`config.mk`:
```
export PLATFORM = sky130hd
export DESIGN_NAME = sample_decompressor
export DESIGN_NICKNAME = d
export VERILOG_FILES = /design/src/rtl/sample_decompressor.sv
export SDC_FILE = /design/constraint.sdc
export NUM_CORES = 1
export LEC_CHECK = 0
export CORE_ASPECT_RATIO = 1.1
export CORE_MARGIN = 3
export CORE_UTILIZATION = 51
export DETAILED_ROUTE_END_ITERATION = 12
export PLACE_DENSITY_LB_ADDON = 0.05
export SLEW_MARGIN = 10
export SYNTH_ARGS = -nofsm -noshare
export SYNTH_HDL_FRONTEND = slang
export SYNTH_SLANG_ARGS = --single-unit
```
`constraint.sdc`:
```
create_clock -name clk -period 2.32 [get_ports clk]
set_clock_uncertainty 0.1 [all_clocks]
set_input_delay 0.464 -clock clk [delete_from_list [all_inputs] [get_ports clk]]
set_output_delay 0.464 -clock clk [all_outputs]
set_load 0.05 [all_outputs]
```
`src/rtl/sample_decompressor.sv`:
```
// Re-expands the run-length compressed sample stream into one indexed sample per transfer.
// An accepted word appears on the output one cycle later. in_ready stays low while a run is being expanded.
module sample_decompressor (
  input  logic        clk,
  input  logic        rst_n,
  input  logic        clear,
  input  logic [15:0] in_data,
  input  logic        in_new_page,
  input  logic [39:0] in_index,
  input  logic        in_valid,
  output logic        in_ready,
  output logic [15:0] out_data,
  output logic [39:0] out_index,
  output logic        out_valid,
  input  logic        out_ready,
  output logic        format_error
);

  localparam logic [1:0] ST_INIT   = 2'd0;
  localparam logic [1:0] ST_SINGLE = 2'd1;
  localparam logic [1:0] ST_COUNT  = 2'd2;
  localparam logic [1:0] ST_REPEAT = 2'd3;

  logic [1:0]  state;
  logic [15:0] last;
  logic [15:0] rem;
  logic        cont;
  logic        synced;
  logic [39:0] exp_idx;
  logic        free;
  logic        accept;

  assign free     = !out_valid || out_ready;
  assign in_ready = free && (state != ST_REPEAT);
  assign accept   = in_valid && in_ready;

  always_ff @(posedge clk or negedge rst_n) begin
    if (!rst_n) begin
      state        <= ST_INIT;
      last         <= 16'd0;
      rem          <= 16'd0;
      cont         <= 1'b0;
      synced       <= 1'b0;
      exp_idx      <= 40'd0;
      out_valid    <= 1'b0;
      out_data     <= 16'd0;
      out_index    <= 40'd0;
      format_error <= 1'b0;
    end else if (clear) begin
      state        <= ST_INIT;
      last         <= 16'd0;
      rem          <= 16'd0;
      cont         <= 1'b0;
      synced       <= 1'b0;
      exp_idx      <= 40'd0;
      out_valid    <= 1'b0;
      out_data     <= 16'd0;
      out_index    <= 40'd0;
      format_error <= 1'b0;
    end else if (free) begin
      out_valid <= 1'b0;
      if (state == ST_REPEAT) begin
        out_valid <= 1'b1;
        out_data  <= last;
        out_index <= exp_idx;
        exp_idx   <= exp_idx + 40'd1;
        rem       <= rem - 16'd1;
        // A saturated count (0xFFFF) chains into another count word.
        if (rem == 16'd1) state <= cont ? ST_COUNT : ST_INIT;
      end else if (accept) begin
        if (in_new_page) begin
          out_valid <= 1'b1;
          out_data  <= in_data;
          out_index <= in_index;
          exp_idx   <= in_index + 40'd1;
          last      <= in_data;
          state     <= ST_SINGLE;
          synced    <= 1'b1;
          if (synced && (in_index != exp_idx)) format_error <= 1'b1;
        end else begin
          if (!synced) format_error <= 1'b1;
          if (state == ST_COUNT) begin
            if (in_data == 16'd0) begin
              state <= ST_INIT;
            end else begin
              rem   <= in_data;
              cont  <= &in_data;
              state <= ST_REPEAT;
            end
          end else begin
            out_valid <= 1'b1;
            out_data  <= in_data;
            out_index <= exp_idx;
            exp_idx   <= exp_idx + 40'd1;
            last      <= in_data;
            state     <= ((state == ST_SINGLE) && (in_data == last)) ? ST_COUNT : ST_SINGLE;
          end
        end
      end
    end
  end

endmodule

```
==> results of run 1 <==
per-stage QoR:
| stage | instance area (um2) | TNS (ns) | utilization | power [mW] |
|---|---|---|---|---|
| after global routing | 12200 | 0 | 0.713 | 7.60 |
| after detailed placement | 11500 | -12.63 | 0.673 | 4.39 |
| after floorplan | 8920 | 0 | - | 3.56 |
| after CTS | 12200 | 0 | 0.712 | 7.34 |
| after global placement | 11500 | -10.23 | 0.673 | 4.37 |
| final | 12200 | 0 | 0.713 | 7.34 |
layout make-up:
type                            count  area [um2]  area share
Inverter                           15        56.3     0.00463
Timing Repair Buffer              308        2690       0.221
Multi-Input combinational cell    849        5140       0.422
Clock buffer                       22         474      0.0390
Clock inverter                     10         169      0.0139
Tap cell                          234         293      0.0241
Sequential cell                   134        3350       0.276
where the power goes:
group	switching, mW	total (mW)	internal [mW]
registers	0.128	2.61	2.49
logic	1.05	1.76	0.710
clock network	1.07	2.96	1.89
worst max-delay path, delay by kind of cell (launching register included):
kind                       cells  cell delay (ns)
DFF                            1             0.36
adders and majority gates      1             0.24
AOI/OAI and AO/OA              1             0.21
and+or+nand+nor                4             1.10
buffers and inverters          1             0.18
cells by family after synthesis:
| logic type | synth area share |
|---|---|
| AOI/OAI and AO/OA | 0.193 |
| xor gates and xnor gates | 0.0854 |
| adders and majority gates | 0.00561 |
| buffers and inverters | 0.0514 |
| DFF | 0.376 |
| muxes | 0.0191 |
| and+or+nand+nor | 0.269 |
state kept, by name, indices dropped and copies added (netlist names):
register      flops
synced            1
exp_idx          40
out_index        40
out_data         16
state             2
format_error      1
out_valid         1
cont              1
rem              16
last             16
repair_timing:
| item | 4_1_cts | 5_1_grt |
|---|---|---|
| setup endpoints to repair | 1 | 5 |
| endpoints found under the hold margin | 40 | 0 |
| gates resized for setup | 1 | 4 |
| hold buffers | 1 | 0 |
| pin swaps | 0 | 0 |
worst min-delay path by stage:
stage,slack (ns),to,startpoint,depth (start not counted)
finish,0.26,out_data[4],clear,2
global route,0.25,out_data[4],clear,2
CTS,0.26,out_data[4],clear,2
detailed placement,0.32,out_data[13],rst_n,1
global placement,0.32,out_data[13],rst_n,1
floorplan,0.07,cont,rst_n,0
layer usage:
metal,vias to the layer above,routed length (um)
met4,0,1460
met5,-,0
met1,4621,12700
met2,422,15400
li1,4440,-
met3,96,1790
layout by cell type (no fill, tap or decap), types with 6 or more instances in the layout:
cell type,count
clkdlybuf4s50_1,117
a311oi_1,56
nand4_1,44
nor2_1,121
o21ai_0,61
buf_12,6
or3_1,8
nand2_1,177
buf_4,183
nor3_1,23
mux2i_1,17
a211oi_1,8
inv_1,14
xnor2_1,64
a31oi_1,12
a21o_1,6
and4_1,10
dfrtp_1,134
a21oi_1,39
a21boi_0,8
xor2_1,23
a41oi_1,6
nand3_1,36
and3_1,11
nor4_1,18
clkbuf_16,17
o22ai_1,7
==> results by group, run 1 <==
Status
  • Status: finished clean

Worst setup path
  • R2r setup slk: 0.05 ns
  • Worst-path maximum fanout: 8
  • Setup crit end kind: register
  • R2R depth: 7
  • R2R Path End: exp_idx[26]
  • Setup crit end: exp_idx[26]
  • Worst Setup Start Kind: register
  • Crit path max-delay cell type: or4_1
  • Req. time, crit path: 2.56 ns
  • Reg-to-Reg Start: exp_idx[0]
  • Crit path DAT: 2.51 ns
  • Critical path class: register to register
  • Critical path launch point: exp_idx[0]
  • Crit path cell chain: ha_1, and4_2, buf_4, and4_4, nand4_1, or4_1, a31oi_1
  • CP max stage delay: 0.43 ns

Synth
  • Syn_area_per_cell: 8.19 um2
  • Synth warn: 0
  • Post-synth ARST share: 1.00
  • Distinct cells, synth: 70
  • Top FF cell, synth: dfrtp_1
  • Count leader, synth: nand2_1
  • Area contributors post-synth: dfrtp_1, nand2_1, xnor2_1, a311oi_1, nor2_1
  • Cell count after synthesis: 1,089
  • Synthesized area: 8920 um2
  • Number of flops mapped to enable cells by yosys: 0
  • Seq cells post-synth: 134
  • Synth area leader: dfrtp_1
  • Top-area cell type share of the netlist area: 0.376
  • Mapped Nets: 1,155
  • Sequential share of the synthesized area: 0.376
  • Most frequent cells after synthesis: nand2_1, dfrtp_1, nor2_1, xnor2_1, o21ai_0

GRT
  • Grt met3 use: 0.0515
  • Remaining Overflow, GRT: 0
  • Largest net degree at the start of global routing: 69
  • Busiest layer in global routing: met2
  • Met1 Use GR: 0.407
  • First-pass GRT wire length: 49.8 mm
  • Met2 Use GR: 0.558
  • Number of global-route vias before repair: 9,321
  • Initial antenna violation count: 0
  • All-Layer GR Usage: 0.328

Floorplan
  • Initial core utilization: 0.522
  • Num ports: 121
  • Die W: 132 um
  • Die height: 145 um
  • DIE AREA: 19,100 um2
  • CORE AREA: 17,100 um2
  • Row cnt: 50

CTS
  • H-tree levels: 4
  • Clk slew on worst S/H paths: 0.06 ns
  • Clk root buf: clkbuf_16
  • Post-CTS setup repair buffer count: 0
  • CTS Buf Count: 17
  • Num Clock Sinks: 134
  • Max Buffers Root-to-Sink: 2
  • Clk_lat worst skew: 0.43 ns
  • CTS tree: done

Worst hold path
  • Hold crit path type: input pin to register

Timing
  • RSZ-0062 raised after global routing: false
  • Slew Limit Fails: 0
  • Pin slew with the least headroom to its limit: 0.559 ns
  • Setup violators final: 0
  • Rel. slew slack: 0.624
  • Max frequency: 441 MHz
  • Final Cycle Share: 0.978
  • PnR worst setup slack: 0.0512 ns
  • Hold Fails Final Rpt: 0
  • Hold slack: 0.265 ns
  • Post-route minimum period: 2.27 ns

Route
  • Drt wl/cell: 20.0 um
  • DR vias/cell: 6.09
  • Antenna viol nets, final: 0
  • Via count: 9,579
  • WL final: 31.4 mm
  • Drt first pass iters: 5
  • Initial DRC Count: 974
  • DRC Markers: 0

Layout
  • Number of fill cells: 1,429
  • Finished Layout Cells: 1,572
  • Layout cells sized above 1: 0.185
  • Area delta synth->final: 36.5%
  • Antenna cells: 0
  • Final nets: 1,391

Placed design
  • Final GP Congestion: 1.01
  • Placed Cells: 1,539
  • PortBufs: 120
  • Hpwl dp: 23.1 mm
  • Pre-CTS setup slack: -0.284 ns

Power and ir drop
  • Static leakage: 5.07 nW
  • PwrDens: 603 nW/um2
  • VDD IR-drop max: 0.000531 V

Flow run
  • Max cap viols: 0
No activity file was read; power rests on OpenSTA's default activity.
==> inputs of run 2 (changes only) <==
- ABC_CLOCK_PERIOD_IN_PS: not set -> 2320
==> results of run 2 <==
Final layout, timing and power as in run 1 (identical DEF).
==> inputs of run 3 (changes only) <==
--- a/config.mk
+++ b/config.mk
@@ -17 +17,2 @@
 export SYNTH_SLANG_ARGS = --single-unit
+export TNS_END_PERCENT = 1
==> constraint.sdc (replaced) <==
create_clock -name clk -period 2.32 [get_ports clk]
set_clock_uncertainty 0.1 [all_clocks]
set_input_delay 0.58 -clock clk [delete_from_list [all_inputs] [get_ports clk]]
set_output_delay 0.58 -clock clk [all_outputs]
set_load 0.05 [all_outputs]
==> run 3 against run 2 <==
The run now ends with negative setup slack left. Global-route usage grew 0.57 points. Routed wire length grew 1.2%. Sequential cell count is the same. First-iteration DRC count shrank 5.1%. Sequential power is essentially flat. Hold slack gained 0.12 ns. Die area is the same. Clock power shrank 2%. Setup slack lost 0.097 ns. Maximum frequency shrank 4.1%. Critical endpoint is now exp_idx[29].
==> results by group, run 3 (same netlist as run 1, synthesis figures left out) <==
Status
  • Status: finished, violations left
  • Failing checks: negative setup slack

Worst setup path
  • R2R depth: 8
  • R2R Path End: exp_idx[29]
  • Critical path class: register to register
  • Reg-to-Reg Start: state[1]
  • Worst Setup Start Kind: register
  • Setup crit end kind: register
  • Setup crit end: exp_idx[29]
  • Critical path launch point: state[1]
  • Req. time, crit path: 2.48 ns
  • R2r setup slk: -0.05 ns
  • Worst-path maximum fanout: 19
  • Crit path DAT: 2.53 ns

Layout
  • Commonest non-fill, non-tap cell in the layout: buf_4
  • Register Area: 3350 um2
  • Number of fill cells: 1,397
  • Layout cells sized above 1: 0.203
  • Area of the multi-input gates: 5230 um2
  • Area delta synth->final: 39.6%
  • Final nets: 1,405
  • Antenna cells: 0
  • Regs by FF count: exp_idx: 40 flops, out_index: 40 flops
  • Finished Core Util: 0.729
  • Most frequent cells in the layout: buf_4, nand2_1, dfrtp_1

Route
  • Drt first pass iters: 6
  • DR vias/cell: 6.12
  • Initial DRC Count: 924
  • Via count: 9,704
  • Antenna viol nets, final: 0
  • WL final: 31.8 mm
  • DRC Markers: 0
  • Drt wl/cell: 20.0 um

Worst hold path
  • Hold crit path type: register to register
  • Hold_sp: cont

Power and ir drop
  • PwrDens: 586 nW/um2
  • Switching share of power: 0.312
  • Seq pwr share: 0.358
  • VDD IR-drop max: 0.000541 V
  • P_sw: 2.28 mW
  • Static leakage: 5.36 nW
  • Combinational share of power: 0.246
  • Clock power frac: 0.396
  • Power Internal: 5.02 mW

CTS
  • H-tree levels: 4
  • Max Buffers Root-to-Sink: 2
  • Num Clock Sinks: 134
  • Clk_lat worst skew: 0.43 ns
  • CTS Buf Count: 17
  • Clk root buf: clkbuf_16
  • Clk slew on worst S/H paths: 0.06 ns
  • CTS tree: done

Floorplan
  • Num ports: 121
  • DIE AREA: 19,100 um2
  • CORE AREA: 17,100 um2
  • Die height: 145 um
  • Die W: 132 um
  • Initial core utilization: 0.522
  • Row cnt: 50

Timing
  • RSZ-0062 raised after global routing: true
  • Slew Limit Fails: 0
  • PnR worst setup slack: -0.0457 ns
  • Hold Fails Final Rpt: 0
  • Final Cycle Share: 1.02
  • Max frequency: 423 MHz
  • Rel. slew slack: 0.639
  • Pin slew with the least headroom to its limit: 0.541 ns
  • Hold slack: 0.382 ns
  • Post-route minimum period: 2.37 ns
  • Setup violators final: 1
  • Setup TNS: -0.0457 ns

GRT
  • Remaining Overflow, GRT: 0
  • Largest net degree at the start of global routing: 71
  • All-Layer GR Usage: 0.334
  • First-pass GRT wire length: 50.7 mm
  • Initial antenna violation count: 0
  • Number of global-route vias before repair: 9,403

Placed design
  • Final GP Congestion: 1.00
  • PortBufs: 120
  • Hpwl dp: 23.3 mm

Flow run
  • Max cap viols: 0
==> run 3: cell types whose count changed in the layout (fill, tap and decap cells not counted), moves of 3 or more <==
cell             change
buf_12               +4
buf_4                +4
buf_6                +7
clkbuf_8             -3
clkdlybuf4s50_1     -19
dlymetal6s2s_1      +16
nor4_1               -4
nor4_2               +3
==> run 3: stage by stage <==
step	total power, mW	area, um2	instances	setup slack, ns
final	7.30	12400	1585	-0.0457
after global routing	7.56	12400	1585	-0.0865
after CTS	7.30	12300	1582	0.00532
after detailed placement	4.41	11600	1550	-0.403
after global placement	4.40	11600	1550	-0.369
after floorplan	3.56	8920	1089	0.00522
==> run 3: metal layers <==
| layer | track usage | part of all wire |
|---|---|---|
| met1 | 0.423 | 0.39 |
| met2 | 0.566 | 0.49 |
| met3 | 0.0560 | 0.073 |
| met4 | 0.153 | 0.046 |
| met5 | 0 | 0 |
==> run 3: cell type report <==
cell class / instances / area share
Multi-Input combinational cell: 849 / 0.420
Sequential cell: 134 / 0.270
Timing Repair Buffer: 322 / 0.233
Clock buffer: 20 / 0.0351
Tap cell: 234 / 0.0235
Clock inverter: 11 / 0.0142
Inverter: 15 / 0.00452
==> run 3: how the worst min path moves through the flow <==
stage                      end  slack [ns]  cells after the start
after floorplan           cont        0.18                      0
after global placement    cont        0.36                      1
after detailed placement  cont        0.37                      1
after CTS                 cont        0.39                      1
after global routing      cont        0.41                      1
final                     cont        0.38                      1
==> run 3: what timing repair did <==
item                                   CTS  global route
hold buffers                             1             0
setup endpoints to repair                2            44
gates resized for setup                  6            42
endpoints found under the hold margin   21             0
setup buffers                            0             3
pin swaps                                0            10
==> run 3: worst max-delay path, stage by stage (launching register included) <==
cell and delay (ns):
dfrtp_2 0.42, and2_1 0.18, buf_4 0.29, nor2_4 0.08, nor2_1 0.21, buf_4 0.17, nand2_1 0.10, buf_4 0.17
o311ai_0 0.48
==> run 3: power groups by stage <==
stage | Clock, mW | Combinational, mW | Sequential, mW
after floorplan | 0 | 0.655 | 2.90
after global placement | 0 | 1.75 | 2.65
after detailed placement | 0 | 1.76 | 2.65
after CTS | 2.91 | 1.77 | 2.61
after global routing | 3.00 | 1.92 | 2.64
final | 2.89 | 1.80 | 2.62
